`src/rtl/dmem_arb_pkg.sv`:
```
// dmem_arb_pkg: shared types and constants for the data-memory arbiter
package dmem_arb_pkg;
  localparam int ADDR_W = 8;
  localparam int DATA_W = 32;
  localparam int NPORT = 2;
  localparam int PORT_CORE = 0;
  localparam int PORT_LDR = 1;
  typedef enum logic [1:0] {ST_IDLE, ST_ACCESS, ST_RESP} state_t;
endpackage

```
`src/rtl/dmem_arbiter_rr_arb2.sv`:
```
// rr_arb2: combinational two-way picker, round-robin or fixed priority
module rr_arb2 (
  input  logic [1:0] req,
  input  logic       last_grant,
  input  logic       rr_en,
  output logic [1:0] gnt
);
  always_comb gnt = (&req) ? ((rr_en && !last_grant) ? 2'b10 : 2'b01) : req;
endmodule

```
`src/rtl/dmem_arbiter.sv`:
```
// dmem_arbiter: two-port arbiter and one-shot access sequencer for the data memory
module dmem_arbiter #(
  parameter bit RR = 1'b1,
  parameter int ADDR_W = 8,
  parameter int DATA_W = 32
) (
  input  logic                clk,
  input  logic                rst,
  input  logic [1:0]          req_valid,
  output logic [1:0]          req_ready,
  input  logic [1:0]          req_we,
  input  logic [2*ADDR_W-1:0] req_addr,
  input  logic [2*DATA_W-1:0] req_wdata,
  output logic [1:0]          rsp_valid,
  input  logic [1:0]          rsp_ready,
  output logic [DATA_W-1:0]   rsp_rdata,
  output logic                rsp_err,
  output logic                mem_read,
  output logic                mem_write,
  output logic [ADDR_W-1:0]   mem_addr,
  output logic [DATA_W-1:0]   mem_wdata,
  input  logic [DATA_W-1:0]   mem_rdata
);
  import dmem_arb_pkg::*;
  state_t state;
  logic last_grant, owner, we, err, sel, hs, access;
  logic [1:0] gnt;
  logic [ADDR_W-1:0] addr, sel_addr;
  logic [DATA_W-1:0] wdata, rdata, sel_wdata;
  rr_arb2 u_arb (.req(req_valid), .last_grant(last_grant), .rr_en(RR), .gnt(gnt));
  always_comb begin
    req_ready = (state == ST_IDLE && !rst) ? gnt : 2'b00;
    sel = gnt[1];
    hs = |(req_valid & req_ready);
    sel_addr = sel ? req_addr[2*ADDR_W-1:ADDR_W] : req_addr[ADDR_W-1:0];
    sel_wdata = sel ? req_wdata[2*DATA_W-1:DATA_W] : req_wdata[DATA_W-1:0];
    access = state == ST_ACCESS;
    // strobes are gated by rst so a reset cycle can never commit a write
    mem_read = access && !we && !rst;
    mem_write = access && we && !rst;
    mem_addr = access ? addr : '0;
    mem_wdata = access ? wdata : '0;
    rsp_valid = (state == ST_RESP) ? (owner ? 2'b10 : 2'b01) : 2'b00;
    rsp_rdata = rdata;
    rsp_err = err;
  end
  always_ff @(posedge clk) begin
    if (rst) begin
      state <= ST_IDLE;
      last_grant <= 1'b1;
      owner <= 1'b0;
      we <= 1'b0;
      addr <= '0;
      wdata <= '0;
      rdata <= '0;
      err <= 1'b0;
    end else if (hs) begin
      owner <= sel;
      last_grant <= sel;
      we <= req_we[sel];
      addr <= sel_addr;
      wdata <= sel_wdata;
      rdata <= '0;
      err <= |sel_addr[1:0];
      state <= (|sel_addr[1:0]) ? ST_RESP : ST_ACCESS;
    end else if (access) begin
      state <= ST_RESP;
      rdata <= we ? '0 : mem_rdata;
    end else if (state == ST_RESP && rsp_ready[owner]) begin
      state <= ST_IDLE;
    end
  end
endmodule

```
`config.mk`:
```
export PLATFORM = sky130hd
export DESIGN_NAME = dmem_arbiter
export DESIGN_NICKNAME = d
export VERILOG_FILES = /design/src/rtl/dmem_arb_pkg.sv /design/src/rtl/dmem_arbiter_rr_arb2.sv /design/src/rtl/dmem_arbiter.sv
export SDC_FILE = /design/constraint.sdc
export NUM_CORES = 1
export LEC_CHECK = 0
export CAP_MARGIN = 0
export CELL_PAD_IN_SITES_DETAIL_PLACEMENT = 1
export CELL_PAD_IN_SITES_GLOBAL_PLACEMENT = 1
export CORE_ASPECT_RATIO = 0.9
export CORE_MARGIN = 1.5
export CORE_UTILIZATION = 28
export DETAILED_ROUTE_END_ITERATION = 8
export PLACE_DENSITY = 0.88
export SYNTH_ARGS = -nofsm -noshare
export SYNTH_HDL_FRONTEND = slang
export SYNTH_SLANG_ARGS = --single-unit
```
`constraint.sdc`:
```
create_clock -name clk -period 1.9 [get_ports clk]
set_input_delay 0.38 -clock clk [delete_from_list [all_inputs] [get_ports clk]]
set_output_delay 0.38 -clock clk [all_outputs]
set_load 0.005 [all_outputs]
```
==> results of run 1 <==
## power by group
group | leakage [µW] | internal, µW | total, µW | switching [µW]
clock network | 0.000155 | 1140 | 1810 | 669
registers | 0.000639 | 1770 | 1840 | 76.7
logic | 0.00181 | 614 | 1170 | 552
total | 0.00261 | 3520 | 4820 | 1300
## cells in the final DEF, fill, tap and decap left out, drive strengths merged, types with 2 or more instances in the layout
cell,synthesis,final
a21oi,74,74
a311oi,41,41
and2,42,42
buf,28,36
bufinv,0,2
clkbuf,20,15
clkdlybuf4s15,0,10
clkdlybuf4s50,0,149
clkinv,0,4
dfxtp,78,78
dlygate4sd2,0,18
dlymetal6s2s,0,11
mux2i,2,2
nand2,117,117
nand2b,3,3
nand3b,32,32
nor2,4,4
nor3,2,2
nor3b,2,2
## worst paths after layout
path,endpoint,slack [ns],cells past startpoint,from
max reg2reg,wdata[21]$_SDFFE_PP0P_,0.11,7,state[0]$_SDFFE_PP0P_
min,rsp_rdata[3]$_SDFFE_PP0N_,0.45,2,rsp_rdata[3]$_SDFFE_PP0N_
min reg2reg,rsp_rdata[3]$_SDFFE_PP0N_,0.45,2,rsp_rdata[3]$_SDFFE_PP0N_
max,req_ready[0],0.03,5,state[0]$_SDFFE_PP0P_
## cells by family (layout without fill, tap and decap cells)
logic type      Yosys count  in the layout  share of synthesized area (%)
compound gates          122            122                          26.30
buf+inv                  48            245                          6.266
mux                       3              3                         0.7952
simple gates            208            208                          26.94
flops                    78             78                          39.69
## worst reg2reg max path, cell delays in order, from the launching register on
cell	delay, ns
dfxtp_2	0.32
buf_4	0.16
nor3_4	0.25
buf_6	0.14
buf_6	0.22
and2_4	0.25
buf_12	0.19
a311oi_2	0.12
## per-layer routing
metal	part of all wire (%)	vias to the layer above	track usage (%)
met5	0	-	0
met4	1.3	0	5.693
met3	6.3	21	5.355
met2	52	143	37.03
met1	41	1999	21.04
li1	-	1981	-
## registers in the layout, indices dropped and copies added, names as in the netlist
name,cells
state,2
rsp_rdata,32
addr,8
wdata,32
last_grant,1
we,1
rsp_err,1
owner,1
## cell type report
class,count,area (µm²)
clock inverters,6,87.58
flip-flops and latches,78,1567
well taps,168,210.2
multi-input cells,333,2153
fillers,1536,6975
repair buffers,230,2295
clock buffers,9,225.2
## stage by stage
step                utilization (%)  setup WS (ns)  hold WS (ns)  setup TNS, ns  total power (µW)
global placement              45.44        -0.1650        0.4372         -3.273              2971
CTS                           48.08        -0.2508        0.4587         -2.695              4886
detailed placement            45.44        -0.2348        0.4508         -7.258              3024
floorplan                         -         0.3942        0.4483              0              2478
finish                        48.38        0.03343        0.4516              0              4820
global route                  48.38      -0.001639        0.4721      -0.001929              5055
## timing repair
action / CTS / global route
resized for setup: 53 / 39
setup endpoints to repair: 46 / 67
gates cloned: 1 / 0
pin swaps: 2 / 1
buffers inserted: 6 / 0
==> results.cfg, run 1 <==
[status]
outcome = completed

[layout]
drive_gt1_share_pct = 16.16
finalInstanceArea_mm2 = 0.006538
layout-area-overhead-vs-synth_pct = 66.19
diodes = 0
final_nets = 772
fin_cells = 824

[placement]
dpl_cell_area_mm2 = 0.006140
dp_cells = 802
gp_congestion = 0.7634
portBuffers = 198
dp.final_hpwl_um = 10560

[critical_path]
crit_type = reg2out
path_cells = buf_4, nor3_4, buf_6, and3_4, buf_2
cpLargestDelayFamily = simple AND/OR/NAND/NOR gates
critPathSlowestCell = dfxtp_2
cpPeakStageDelay_ns = 0.32
timing.critical_path.buf_inv = 3
cp-end-kind = primary output
cp.required_ns = 1.52
worst-path-max-fanout = 9
critPathLaunchType = flop
arrival_ns = 1.49

[drt]
num_vias = 4144
vias_per_cell = 5.029
dr.pass1.iters = 4
wl_per_cell_um = 17.40
drcViolationCount = 0
drt-initial-drc-count = 114
wirelength_um = 14330
ant_nets = 0

[yosys]
ys_types = 31
synthArstFlopShare_pct = 0
synth_area_leaders = dfxtp_1 40%, a311oi_2 15%, nand2_1 11%, a21oi_1 9.4%, and2_1 6.5%
yosysTopAreaCell = dfxtp_1
synth_edf_count = 0
ys_warn_count = 0
synth_common_cells = 117 x nand2_1, 78 x dfxtp_1, 74 x a21oi_1
synth_top_flop_cell = dfxtp_1
synth-seq-area-share_pct = 39.69
yosysTopAreaCellShare_pct = 39.69
synthesis.area_mm2 = 0.003934
syn_nets = 579
avgSynthCellArea_um2 = 8.570
ys_seq_elements = 78
synthCells = 459
yosysMostFrequentCell = nand2_1

[floorplan]
rows = 40
fp.dieArea_mm2 = 0.01477
pin_count = 199
floorplan.core_area_mm2 = 0.01351
die_h_um = 115.4
die_w_um = 127.9
initial_core_util_pct = 29.11

[sta]
rsz0062_at_grt = yes
tightest_slew_ns = 0.5146
finalHoldViolations = 0
max_clock_freq_mhz = 535.7
finalSetupViolCount = 0
period_share_pct = 98.24
slew_headroom_pct = 65.69
period_minus_slack_ns = 1.867
slew_violations = 0
fin_skew_ns = 0.006749

[power]
leakage_uw = 0.002606
ir_drop_uv = 449.3
p_per_area_mw_per_mm2 = 737.3

[clocking]
cts_sinks = 78
cts_tree = done
cts_buffers = 9
clock_latency_ns = 0.33
clk_pin_slew_ns = 0.06
cts.hold.buffers_added = 0
htreeDepth = 3
clockBufferDepth = 2
root_buffer = clkbuf_16

[global_routing]
grt-ovfl-total = 0
track_usage_pct = 19.43
grt_max_degree = 42
grt_pass1_vias = 4598
antenna_found_initial = 0
grt_pass1_wl_um = 22640

[run]
drv_cap = 0

[worst_hold_path]
worstHoldPathType = reg2reg
(Power assumes the default switching activity.)
==> inputs of run 2 (changes only) <==
Settings changed: CORE_ASPECT_RATIO 0.9 to not set, GPL_TIMING_DRIVEN set to 0.
==> results.cfg, run 2 (synthesis gave the netlist of run 1 again) <==
[drt]
ant_nets = 0
vias_per_cell = 4.888
drt-initial-drc-count = 135
num_vias = 4311
wl_per_cell_um = 17.50
drcViolationCount = 0
dr.pass1.iters = 4
wirelength_um = 15430

[layout]
finalInstanceArea_mm2 = 0.006934
final_nets = 817
drive_gt1_share_pct = 28.92
fillers = 1621
fin_cells = 882
layout_commonest_cell = clkdlybuf4s50_1
diodes = 0
seqCellArea_mm2 = 0.001570
multiInputGateArea_mm2 = 0.002223
layout-area-overhead-vs-synth_pct = 76.27
final_cell_mix = 149 x clkdlybuf4s50_1, 117 x nand2_1, 75 x dfxtp_1, 74 x a21oi_1, 51 x buf_6

[clocking]
cts_buffers = 9
htreeDepth = 3
root_buffer = clkbuf_16
cts_sinks = 78
clockBufferDepth = 2
cts.hold.buffers_added = 0
clock_latency_ns = 0.34
cts_tree = done
clk_pin_slew_ns = 0.07

[run]
drv_cap = 0

[critical_path]
worst-path-max-fanout = 7
arrival_ns = 1.58
cp-end-kind = primary output
critPathLaunchType = flop
cp.required_ns = 1.52
rr_worst_depth = 5
reg2reg_to = wdata[0]$_SDFFE_PP0P_
crit_type = reg2out
r2r_slack_ns = 0.09
worstReg2RegStart = last_grant$_SDFFE_PP1P_

[sta]
setup_ws_ns = -0.06346
fin_skew_ns = 0.005691
tightest_slew_ns = 0.6226
tns_ns = -0.4410
finalSetupViolCount = 11
max_clock_freq_mhz = 509.3
period_share_pct = 103.3
rsz0062_at_grt = yes
slew_headroom_pct = 58.49
period_minus_slack_ns = 1.963
slew_violations = 0
finalHoldViolations = 0

[placement]
place_ws_ns = -0.9264
portBuffers = 198
gp_congestion = 0.8159
dp_cells = 837
dpl_cell_area_mm2 = 0.006141
dp.final_hpwl_um = 11170

[worst_hold_path]
worstHoldPathType = reg2reg
whs_endpoint = rsp_rdata[1]$_SDFFE_PP0N_
min_from = rsp_rdata[1]$_SDFFE_PP0N_
hold_depth = 2

[power]
leakage_uw = 0.002645
total_power_uw = 4923
p_per_area_mw_per_mm2 = 710.0
ir_drop_uv = 391.1

[floorplan]
fp.dieArea_mm2 = 0.01477
floorplan.core_area_mm2 = 0.01377
die_h_um = 121.5
pin_count = 199
initial_core_util_pct = 28.56
die_w_um = 121.5
rows = 43

[global_routing]
grt-ovfl-total = 0
track_usage_pct = 20.44
grt_pass1_vias = 4631
grt_pass1_wl_um = 23560
grt_max_degree = 17
antenna_found_initial = 0

[status]
outcome = complete, but fails checks
violations = setup timing
run 2: cell count changes in the layout (fill, tap and decap cells not counted), moves of 11 or more:
cell / delta
dlygate4sd2_1: -11
clkbuf_1: +12
and2_1: -32
buf_2: +28
and2_4: +32
dlymetal6s2s_1: -11
buf_6: +45
run 2: worst max-delay path, cell delays in order (launching register included):
cell and delay [ns]:
dfxtp_4 0.35, nor2b_4 0.13, buf_12 0.13, clkbuf_16 0.15, buf_6 0.12, buf_6 0.11, and2_4 0.15, buf_6 0.11
run 2: through the flow:
stage / utilization [%] / hold slack (ns)
global placement: 44.59 / 0.4381
floorplan: - / 0.4483
detailed placement: 44.59 / 0.4459
CTS: 49.92 / 0.4552
finish: 50.35 / 0.4509
global route: 50.35 / 0.4681
run 2: area by class of cell:
cell class | count | share of cell area, %
buffer | 44 | 4.746
clock buffer | 9 | 3.248
clock inverter | 7 | 1.155
multi-input combinational | 333 | 32.06
sequential | 78 | 22.65
tap | 180 | 3.248
timing repair buffer | 231 | 32.89
run 2: where the power goes:
| part | internal, µW | leakage, µW | switching [µW] |
|---|---|---|---|
| logic | 693 | 0.00186 | 592 |
| clock network | 1030 | 0.000143 | 751 |
| registers | 1770 | 0.000639 | 86.0 |
| total | 3490 | 0.00264 | 1430 |
run 2: worst max path at each step:
| stage | start | endpoint | cells after the start |
|---|---|---|---|
| 5_1_grt | state[0]$_SDFFE_PP0P_ | req_ready[0] | 7 |
| 3_3_place_gp | req_valid[1] | req_ready[1] | 5 |
| 4_1_cts | state[0]$_SDFFE_PP0P_ | mem_wdata[19] | 8 |
| 2_1_floorplan | state[1]$_SDFFE_PP0P_ | mem_write | 5 |
| 6_report | state[0]$_SDFFE_PP0P_ | mem_wdata[19] | 7 |
| 3_5_place_dp | req_valid[1] | req_ready[1] | 5 |
run 2: what timing repair did:
action                                  in CTS  in global routing
pin swaps                                   20                  2
cloned                                       2                  0
setup buffers                               25                  6
gates resized for setup                    286                 10
endpoints found under the setup margin      54                 36
run 2: layer usage:
metal	wire length [µm]	part of all wire [%]	track usage, %
met2	8199	53	38.95
met5	0	0	0
met4	138	0.89	4.191
met1	6075	39	22.71
met3	1021	6.6	5.337
==> RTL edit: new RTL, config.mk and constraints of run 2 <==
The parameter `RR` goes from 1'b1 to 1'b0.
--- a/src/rtl/dmem_arbiter.sv
+++ b/src/rtl/dmem_arbiter.sv
@@ -1,6 +1,6 @@
 // dmem_arbiter: two-port arbiter and one-shot access sequencer for the data memory
 module dmem_arbiter #(
-  parameter bit RR = 1'b1,
+  parameter bit RR = 1'b0,
   parameter int ADDR_W = 8,
   parameter int DATA_W = 32
 ) (
Check against the original RTL: not equivalent (a bounded check fails within 4 cycles, from zero or initial values and one cycle with rst high).
==> RTL edit against run 2 <==
The run still ends with setup timing left. Setup slack improved by 0.018 ns. Sequential cell count is 1 lower. Global-route usage shrank 0.67 points. Design area is 10% lower. Highest routed layer unchanged. Largest power group is now the clock network. Via count fell by 17%. Wire length down 13%. Clock skew down 0.0018 ns. Utilization up 1.1 points. Sequential share of layout area up 2.1 points. Power decreased by 7.0%. Sequential power is 2% lower. Combinational power down 32%. Clock power rose by 6%. Largest cell class unchanged. Synthesized area shrank 11%.
==> RTL edit: results (changes against run 2) <==
| Metric | Value |
|---|---|
| Max Buffers Root-to-Sink | 2 (unchanged) |
| Initial antenna violation count | 0 (unchanged) |
| Fillers | 1374 (was 1621) |
| Via count | 3569 (was 4311) |
| Seq area share | 0.248 (was 0.226) |
| Seq_cells | 77 (was 78) |
| Fin worst setup slack | -0.0450 ns (was -0.0635 ns) |
| Clock network area share | 0.0520 (was 0.0440) |
| Synth cell count leaders | 77 x dfxtp_1, 42 x mux2i_1, 41 x and2_1, 41 x o2bb2ai_1 (was 117 x nand2_1, 78 x dfxtp_1, 74 x a21oi_1) |
| Violated checks | setup timing (unchanged) |
| Synth Net Count | 480 (was 579) |
| Worst hold path type | in -> reg (was reg -> reg) |
| Number of port buffers | 197 (was 198) |
| Share of layout cells above drive strength 1 | 0.230 (was 0.289) |
| Cells after DPL | 725 (was 837) |
| Setup-failing EPs final | 7 (was 11) |
| All-Layer GR Usage | 0.198 (was 0.204) |
| Skew final | 0.00390 ns (was 0.00569 ns) |
| H-tree depth | 3 (unchanged) |
| Maximum number of pins on one net before global-route repair | 16 (was 17) |
| Max IR drop VDD | 0.332 mV (was 0.391 mV) |
| Pwr/cell area | 734 nW/um2 (was 710 nW/um2) |
| Non-clk bufs | 240 (was 275) |
| Leak | 2.55 nW (was 2.64 nW) |
| Post-DP HPWL | 9720 um (was 11200 um) |
| Buffer share of cell area | 0.373 (was 0.376) |
| Initial detailed-routing violation count | 95 (was 135) |
| Non-clock inverter count | 1 (was 0) |
| Placed cell area | 5690 um2 (was 6140 um2) |
| Area of the multi-input gates | 1830 um2 (was 2220 um2) |
| WL per Instance | 17.9 um (was 17.5 um) |
| Synth area leaders | dfxtp_1 44%, mux2i_1 12%, o2bb2ai_1 10% (was dfxtp_1 40%, a311oi_2 15%, nand2_1 11%) |
| Number of global-route vias before repair | 3886 (was 4631) |
| First-pass GRT wire length | 20200 um (was 23600 um) |
| Worst-Margin Slew | 0.450 ns (was 0.623 ns) |
| Final Wtd Congestion | 0.726 (was 0.816) |
| Post-Syn Instances | 360 (was 459) |
| Setup TNS | -0.239 ns (was -0.441 ns) |
| NumNets Final | 697 (was 817) |
| Register area share after synthesis | 0.440 (was 0.397) |
| Routed WL | 13400 um (was 15400 um) |
| WHS | 0.381 ns (was 0.451 ns) |
| Crit Path Max Fanout | 7 (unchanged) |
| Run status | complete, but fails checks (unchanged) |
| Comb_multi_in | 248 (was 333) |
| Critical Path AT | 1.56 ns (was 1.58 ns) |
-- RTL edit: worst max-delay path: stages, from the launching register on --
cell,delay [ns]
dfxtp_2,0.32
buf_6,0.12
nor2b_4,0.17
buf_8,0.17
buf_8,0.13
buf_6,0.10
and2_4,0.13
buf_6,0.09
-- RTL edit: power by group --
group	switching [W]	internal (W)	total, W
registers	0.0000738	0.00174	0.00181
clock network	0.000738	0.00116	0.00190
logic	0.000361	0.000511	0.000872
-- RTL edit: timing repair --
item | 4_1_cts | 5_1_grt
cloned | 1 | 1
buffers inserted | 8 | 3
pin swaps | 0 | 19
hold buffers | 0 | 0
setup endpoints to repair | 46 | 42
gates resized for setup | 152 | 104
-- RTL edit: logic make-up after synthesis --
kind of cell,Yosys count,share of synthesized area
buf+inv,35,0.0649
mux,43,0.124
flops,77,0.440
simple gates,124,0.208
compound gates,81,0.164
-- RTL edit: through the flow --
step	utilization	worst slack [ns]
2_1_floorplan	-	0.478
3_3_place_gp	0.470	-0.598
3_5_place_dp	0.470	-0.646
4_1_cts	0.501	-0.239
5_1_grt	0.515	-0.129
6_report	0.515	-0.0450
-- RTL edit: final timing paths --
kind | start | endpoint | depth (start not counted)
hold reg to reg | rsp_rdata[9] | rsp_rdata[9] | 2
hold / removal | rst | owner | 2
setup reg to reg | state[1] | rsp_rdata[20] | 9
setup / recovery | state[1] | mem_wdata[14] | 7
-- RTL edit: routing by layer --
metal / global-route usage / part of all wire / vias up
met4: 0.0609 / 0.016 / 0
met2: 0.373 / 0.53 / 122
met3: 0.0538 / 0.062 / 15
met1: 0.214 / 0.39 / 1728
li1: - / - / 1704
met5: 0 / 0 / -
